==> src/rtl/prog_loader_mem.sv <==
// Writable 16x8 program memory for the CPU, filled by a byte-stream loader.
// The loader holds the CPU in reset and releases it only after a good checksum.
module prog_loader_mem (
    input  logic       clk,
    input  logic       n_reset,
    input  logic [3:0] addr,
    output logic [7:0] data,
    output logic       cpu_n_reset,
    input  logic       load_req,
    input  logic       wr_valid,
    input  logic [7:0] wr_data,
    output logic       wr_ready,
    output logic       busy,
    output logic       done,
    output logic       err
);

    typedef enum logic [1:0] {
        ST_IDLE = 2'd0,
        ST_LOAD = 2'd1,
        ST_CSUM = 2'd2,
        ST_ERR  = 2'd3
    } state_t;

    state_t      state_r;
    state_t      state_s;
    logic [7:0]  mem_r [16];
    logic [3:0]  wptr_r;
    logic [7:0]  sum_r;
    logic        done_r;
    logic        err_r;

    logic        start_s;
    logic        wr_en_s;
    logic        csum_ok_s;
    logic        csum_bad_s;
    logic        active_s;
    logic        hold_s;

    // Running checksum is a plain modulo-256 byte sum.
    function automatic logic [7:0] csum_add(input logic [7:0] acc, input logic [7:0] byte_in);
        csum_add = acc + byte_in;
    endfunction

    // Next-state and per-cycle control strobes.
    always_comb begin
        state_s    = state_r;
        start_s    = 1'b0;
        wr_en_s    = 1'b0;
        csum_ok_s  = 1'b0;
        csum_bad_s = 1'b0;
        active_s   = 1'b0;
        hold_s     = 1'b0;
        case (state_r)
            ST_IDLE: begin
                if (load_req) begin
                    state_s = ST_LOAD;
                    start_s = 1'b1;
                end else begin
                    state_s = ST_IDLE;
                end
            end
            ST_LOAD: begin
                active_s = 1'b1;
                hold_s   = 1'b1;
                if (wr_valid) begin
                    wr_en_s = 1'b1;
                    if (wptr_r == 4'd15) begin
                        state_s = ST_CSUM;
                    end else begin
                        state_s = ST_LOAD;
                    end
                end else begin
                    state_s = ST_LOAD;
                end
            end
            ST_CSUM: begin
                active_s = 1'b1;
                hold_s   = 1'b1;
                // The checksum byte is consumed here and never written to memory.
                if (wr_valid) begin
                    if (csum_add(sum_r, wr_data) == 8'h00) begin
                        state_s   = ST_IDLE;
                        csum_ok_s = 1'b1;
                    end else begin
                        state_s    = ST_ERR;
                        csum_bad_s = 1'b1;
                    end
                end else begin
                    state_s = ST_CSUM;
                end
            end
            ST_ERR: begin
                hold_s = 1'b1;
                if (load_req) begin
                    state_s = ST_LOAD;
                    start_s = 1'b1;
                end else begin
                    state_s = ST_ERR;
                end
            end
            default: begin
                state_s = ST_IDLE;
            end
        endcase
    end

    // State register.
    always_ff @(posedge clk) begin
        if (!n_reset) begin
            state_r <= ST_IDLE;
        end else begin
            state_r <= state_s;
        end
    end

    // Write pointer, checksum accumulator and sticky status flags.
    always_ff @(posedge clk) begin
        if (!n_reset) begin
            wptr_r <= 4'd0;
            sum_r  <= 8'h00;
            done_r <= 1'b0;
            err_r  <= 1'b0;
        end else if (start_s) begin
            wptr_r <= 4'd0;
            sum_r  <= 8'h00;
            done_r <= 1'b0;
            err_r  <= 1'b0;
        end else if (wr_en_s) begin
            wptr_r <= wptr_r + 4'd1;
            sum_r  <= csum_add(sum_r, wr_data);
        end else if (csum_ok_s) begin
            done_r <= 1'b1;
        end else if (csum_bad_s) begin
            err_r <= 1'b1;
        end else begin
            wptr_r <= wptr_r;
        end
    end

    // Program storage; cleared on reset so the CPU runs a harmless image.
    always_ff @(posedge clk) begin
        if (!n_reset) begin
            for (int i = 0; i < 16; i++) begin
                mem_r[i] <= 8'h00;
            end
        end else if (wr_en_s) begin
            mem_r[wptr_r] <= wr_data;
        end else begin
            mem_r[wptr_r] <= mem_r[wptr_r];
        end
    end

    assign data        = mem_r[addr];
    assign cpu_n_reset = n_reset & ~hold_s;
    assign wr_ready    = n_reset & active_s;
    assign busy        = n_reset & active_s;
    assign done        = done_r;
    assign err         = err_r;

endmodule

==> config.mk <==
export PLATFORM = sky130hd
export DESIGN_NAME = prog_loader_mem
export DESIGN_NICKNAME = d
export VERILOG_FILES = /design/src/rtl/prog_loader_mem.sv
export SDC_FILE = /design/constraint.sdc
export NUM_CORES = 1
export LEC_CHECK = 0
export ABC_AREA = 1
export CAP_MARGIN = 10
export CELL_PAD_IN_SITES_DETAIL_PLACEMENT = 1
export CELL_PAD_IN_SITES_GLOBAL_PLACEMENT = 2
export CORE_ASPECT_RATIO = 1.4
export CORE_MARGIN = 8
export CORE_UTILIZATION = 40
export CTS_CLUSTER_SIZE = 30
export DETAILED_ROUTE_END_ITERATION = 8
export PLACE_DENSITY_LB_ADDON = 0.1
export SYNTH_ARGS = -nofsm -noshare
export SYNTH_HDL_FRONTEND = slang
export SYNTH_SLANG_ARGS = --single-unit
==> constraint.sdc <==
create_clock -name clk -period 2.8 [get_ports clk]
set_clock_uncertainty 0.1 [all_clocks]
set_input_delay 0.56 -clock clk [delete_from_list [all_inputs] [get_ports clk]]
set_output_delay 0.56 -clock clk [all_outputs]
set_load 0.005 [all_outputs]
Word level (Yosys, flattened, before mapping):

Memory sizes are Yosys's and may differ from the RTL's.
Cells that the tools add are included.

* input bits: 16
* logic and storage cells: 60
* memories kept: 1
* bits in writable memories: 128
* flip-flop bits (word level): 16
* output and inout port bits: 13

* bitwise gates (word level): 7
* mux-type cells: 30
* add/sub/neg operators: 2
* reductions and logical operators: 10
* equality and inequality tests: 5

Memories
* mem_r: depth 16, width 8, read ports 1, clocked after Yosys merged registers in 0, write ports 16, RTL line 27 `logic [7:0] mem_r [16];`

Operators by type and width (count)
* $mux W1: 21
* $mux W8: 2
* $mux W2: 5
* $add A8 B8 Y8: 1
* $logic_not A8 Y1: 1
* $pmux W2 S4: 1
* $reduce_or A8 Y1: 1
* $reduce_or A2 Y1: 3
* $add A4 B1 Y4 const B: 1
* $eq A2 B2 Y1 const B: 2
* $eq A4 B4 Y1 const B: 1
* $mux W4: 1
* $not A1 Y1: 4
* $reduce_and A2 Y1: 2
* $reduce_and A3 Y1: 1
* $reduce_or A3 Y1: 1
* $and A1 B1 Y1: 2
* $eq A2 B1 Y1 const B: 1
* $logic_not A2 Y1: 1
* $ne A0 B0 Y1: 1
* $or A1 B1 Y1: 1

Depth between registers and ports, before layout:

* depth after elaboration: 9
* mapped depth: 12
* mapped depth without buffers: 12

Worst setup path before layout:

No wires, ideal clock.

* path kind: input to register
* start point: input port wr_data[0]
* end point: register err_r (netlist: err)
* slack: 0.672 ns
* cell stages on the path: 12
* data required time: 2.562 ns
* arrival: 1.889 ns
* cells stage by stage: ha_1 fa_1 nand2_1 nand2_1 nand3_1 nand2_1 nand2_1 nand2_1 nor2_1 nand2_1 nand3_1 a21oi_1

* longest elaborated chain between the ends: 7

Ends and longest elaborated chain
* start, declared: RTL line 11 `input logic [7:0] wr_data,`
* $add A8 B8 Y8 *: RTL line 42 `csum_add = acc + byte_in;`
* $logic_not A8 Y1 *: RTL line 82 `if (csum_add(sum_r, wr_data) == 8'h00) begin`
* $mux W1: RTL line 82
* $mux W1: RTL line 81 `if (wr_valid) begin`
* $mux W1: RTL line 54 `case (state_r)`
* $not A1 Y1 (no line)
* $reduce_and A3 Y1 (no line) *
* end signal, assigned: RTL line 123 `err_r <= 1'b0;`
* end signal, assigned: RTL line 128 `err_r <= 1'b0;`
* end signal, assigned: RTL line 135 `err_r <= 1'b1;`
* end, declared: RTL line 31 `logic err_r;`

Every way passes the cells marked *; elsewhere a longest branch is shown, timed or not.
A chain may end at the register's enable or synchronous reset.

Final worst setup path:

* start point: input port addr[0]
* end point: output port data[7]

* longest elaborated chain between the ends: 1

Ends and longest elaborated chain
* start, declared: RTL line 6 `input logic [3:0] addr,`
* $mem_v2 Z16 W8
* end, declared: RTL line 7 `output logic [7:0] data,`

Every way passes these cells.

==> results.sh <==
export IMPL_synth_top_flop_cell="edfxtp_1"
export IMPL_cts_clk_slew_worst_paths_ns=0.06
export IMPL_drive_above_1_share_pct=13.38
export IMPL_vias=5229
export IMPL_gp_congestion=0.8378
export IMPL_syn_area_um2=7166
export IMPL_cp_max_fo=18
export IMPL_worst_setup_path_start_kind="primary input"
export IMPL_wl_per_cell_um=20.30
export IMPL_drt_initial_drc_count=397
export IMPL_start_util_pct=40.30
export IMPL_wl_met1_um=8213
export IMPL_fin_nets=790
export IMPL_drv_slew=0
export IMPL_route_detailed_drc=0
export IMPL_r2r_cells=12
export IMPL_die_area_um2=22510
export IMPL_finalWirelength_um=20510
export IMPL_port_buffers=28
export IMPL_hold_viol=0
export IMPL_r2r_slack_ns=0.71
export IMPL_critPathKind="in2out"
export IMPL_p_per_area_nw_per_um2=621.4
export IMPL_seq_area_frac_synth_pct=58.11
export IMPL_dr_wl_met3_um=747
export IMPL_top_layer_used="met4"
export IMPL_gr_total_overflow=0
export IMPL_fin_ws_ns=0.08978
export IMPL_dp_hpwl_um=14720
export IMPL_grt_pass1_vias=5625
export IMPL_ant_nets=0
export IMPL_crit_required_ns=2.14
export IMPL_grt_max_degree=33
export IMPL_antenna_cells=0
export IMPL_yosysUniqueCellTypes=31
export IMPL_critPathLaunch="addr[0]"
export IMPL_pre_cts_slack_ns=-0.3273
export IMPL_dr_pass1_iters=5
export IMPL_synth_edff_count=128
export IMPL_async_flop_share_pct=0
export IMPL_endpoint="data[7]"
export IMPL_max_freq_ghz=0.3690
export IMPL_min_period_ns=2.710
export IMPL_die_h_um=174.4
export IMPL_wl_met2_um=11050
export IMPL_htree_levels=4
export IMPL_synthCells=705
export IMPL_worst_pin_slew_ns=0.4806
export IMPL_post_cts_setup_buffer_count=0
export IMPL_io_pins=29
export IMPL_ys_ff_latch=144
export IMPL_syn_avg_cell_area_um2=10.16
export IMPL_grt_pass1_wl_um=31620
export IMPL_status="completed"
export IMPL_ys_warn_count=0
export IMPL_cts_root_buf="clkbuf_16"
export IMPL_period_share_pct=96.79
export IMPL_vias_per_cell=5.177
export IMPL_clock_sinks=144
export IMPL_reg2reg_to="state_r[0]"
export IMPL_slew_headroom_pct=67.92
export IMPL_hold_path_class="reg2reg"
export IMPL_core_region_area_um2=17780
export IMPL_synth_nets=738
export IMPL_max_cap_viol_count=0
export IMPL_rsz0062_at_grt="false"
export IMPL_r2r_start="sum_r[0]"
export IMPL_leakagePower_nw=3.739
export IMPL_cp_arrival_ns=2.05
export IMPL_die_x_um=129.1
export IMPL_clk_latency_ns=0.43
export IMPL_irDropWorstVdd_uv=276.7
export IMPL_synth_top_area_cell="edfxtp_1"
export IMPL_rows=58
export IMPL_clockBufferDepth=2
export IMPL_crit_path_end_kind="output port"
export IMPL_cts_tree="yes"
export IMPL_cts_buffers=17
export IMPL_syn_to_final_growth_pct=20.03
export IMPL_setup_viol=0
export IMPL_track_usage_pct=19.07
export IMPL_synth_top_cell_area_share_pct=53.64
export IMPL_antenna_found_initial=0
export IMPL_final_util_pct=48.37
export IMPL_synthTopCellsByArea="edfxtp_1 54%, nor2_1 7.5%, dfxtp_1 4.5%"
export IMPL_whs_ns=0.3600
export IMPL_nFillCells=1960
## critical path: stages
cell,delay [ns]
buf_8,0.16
buf_4,0.18
mux2i_2,0.25
o21ai_1,0.08
o211ai_1,0.26
nand2_1,0.08
clkdlybuf4s50_1,0.46
## logic make-up (layout without fill, tap and decap cells)
group	count (synthesis)	after routing	share of synthesized area, %
XOR/XNOR	2	2	0.2445
adder cells (fa/ha/maj)	17	17	3.073
buffers and inverters	120	185	7.054
AND/OR/NAND/NOR	258	258	16.62
multiplexers	32	32	4.470
flip-flops	144	144	58.11
AO/OA/AOI/OAI	132	132	10.42
## per-layer routing
| metal | GRT usage (%) | vias to the layer above |
|---|---|---|
| li1 | - | 2487 |
| met1 | 21.36 | 2590 |
| met2 | 34.07 | 116 |
| met3 | 3.987 | 36 |
| met4 | 7.518 | 0 |
| met5 | 0 | - |
## through the flow
stage          area [um^2]  setup TNS, ns  power [mW]  instances
3_3_place_gp          7900         -2.558       2.953        977
3_5_place_dp          7900         -2.577       2.966        977
6_report              8601              0       5.344       1010
4_1_cts               8559              0       5.381       1010
5_1_grt               8601              0       5.507       1010
2_1_floorplan         7166              0       2.742        705
## layout make-up
type	instances	area, um^2	area share [%]
flip-flops and latches	144	4164	48.41
clock inverters	13	183.9	2.138
well taps	240	300.3	3.491
inverters	85	319.1	3.710
multi-input cells	441	2519	29.28
clock buffers	19	432.9	5.033
repair buffers	68	681.9	7.928
## layout by cell type (no fill, tap or decap), types with 4 or more instances in the layout
master and n:
inv_1 83, nand3_1 20, mux2i_1 29, buf_4 31, buf_12 4, ha_1 16
o21ai_1 5, a21oi_1 42, dfxtp_1 16, o21ai_0 47, nand2_1 65, nor2_1 144
o211ai_1 34, bufinv_16 4, nand2_4 12, clkdlybuf4s50_1 24, clkbuf_16 17, edfxtp_1 128
## report_power, final
| group | switching, mW | internal, mW | total, mW | leakage [nW] |
|---|---|---|---|---|
| Combinational | 0.310 | 0.186 | 0.497 | 1.99 |
| Sequential | 0.0270 | 2.40 | 2.43 | 1.45 |
| Clock | 0.923 | 1.49 | 2.42 | 0.296 |
## sequential cells by signal (all words and copies together) (netlist names)
| name | cells |
|---|---|
| done | 1 |
| sum_r | 8 |
| mem_r | 128 |
| state_r | 2 |
| err | 1 |
| wptr_r | 4 |
## repair_timing
action / CTS / global route
hold endpoints to repair: 0 / 0
setup endpoints to repair: 8 / 8
gates resized for setup: 9 / 15
pin swaps: 1 / 2
hold buffers: 0 / 0
gates cloned: 1 / 0
## how the worst min path moves through the flow
stage / start / end / slack, ns / depth (start not counted)
global placement: done / done / 0.34 / 2
floorplan: done / done / 0.35 / 2
detailed placement: done / done / 0.36 / 2
CTS: done / done / 0.37 / 2
global route: done / done / 0.40 / 2
finish: done / done / 0.36 / 2
## cells in the mapped netlist, types with 2 or more instances
| master | count |
|---|---|
| buf_2 | 5 |
| clkbuf_1 | 21 |
| nor2_8 | 3 |
| buf_6 | 4 |
| nand2_4 | 12 |
| nor3_1 | 2 |
| edfxtp_1 | 128 |
| nor2_4 | 3 |
| nand2_1 | 65 |
| nand4_1 | 3 |
| o211ai_1 | 34 |
| nor2_2 | 2 |
| inv_1 | 84 |
| nand3_2 | 3 |
| buf_1 | 2 |
| o21ai_1 | 3 |
| mux2i_1 | 32 |
| nor2_1 | 144 |
| dfxtp_1 | 16 |
| o21ai_0 | 49 |
| ha_1 | 16 |
| buf_4 | 2 |
| a21oi_1 | 45 |
| nand3_1 | 20 |
Note: power is estimated with default switching activity, not from simulation.
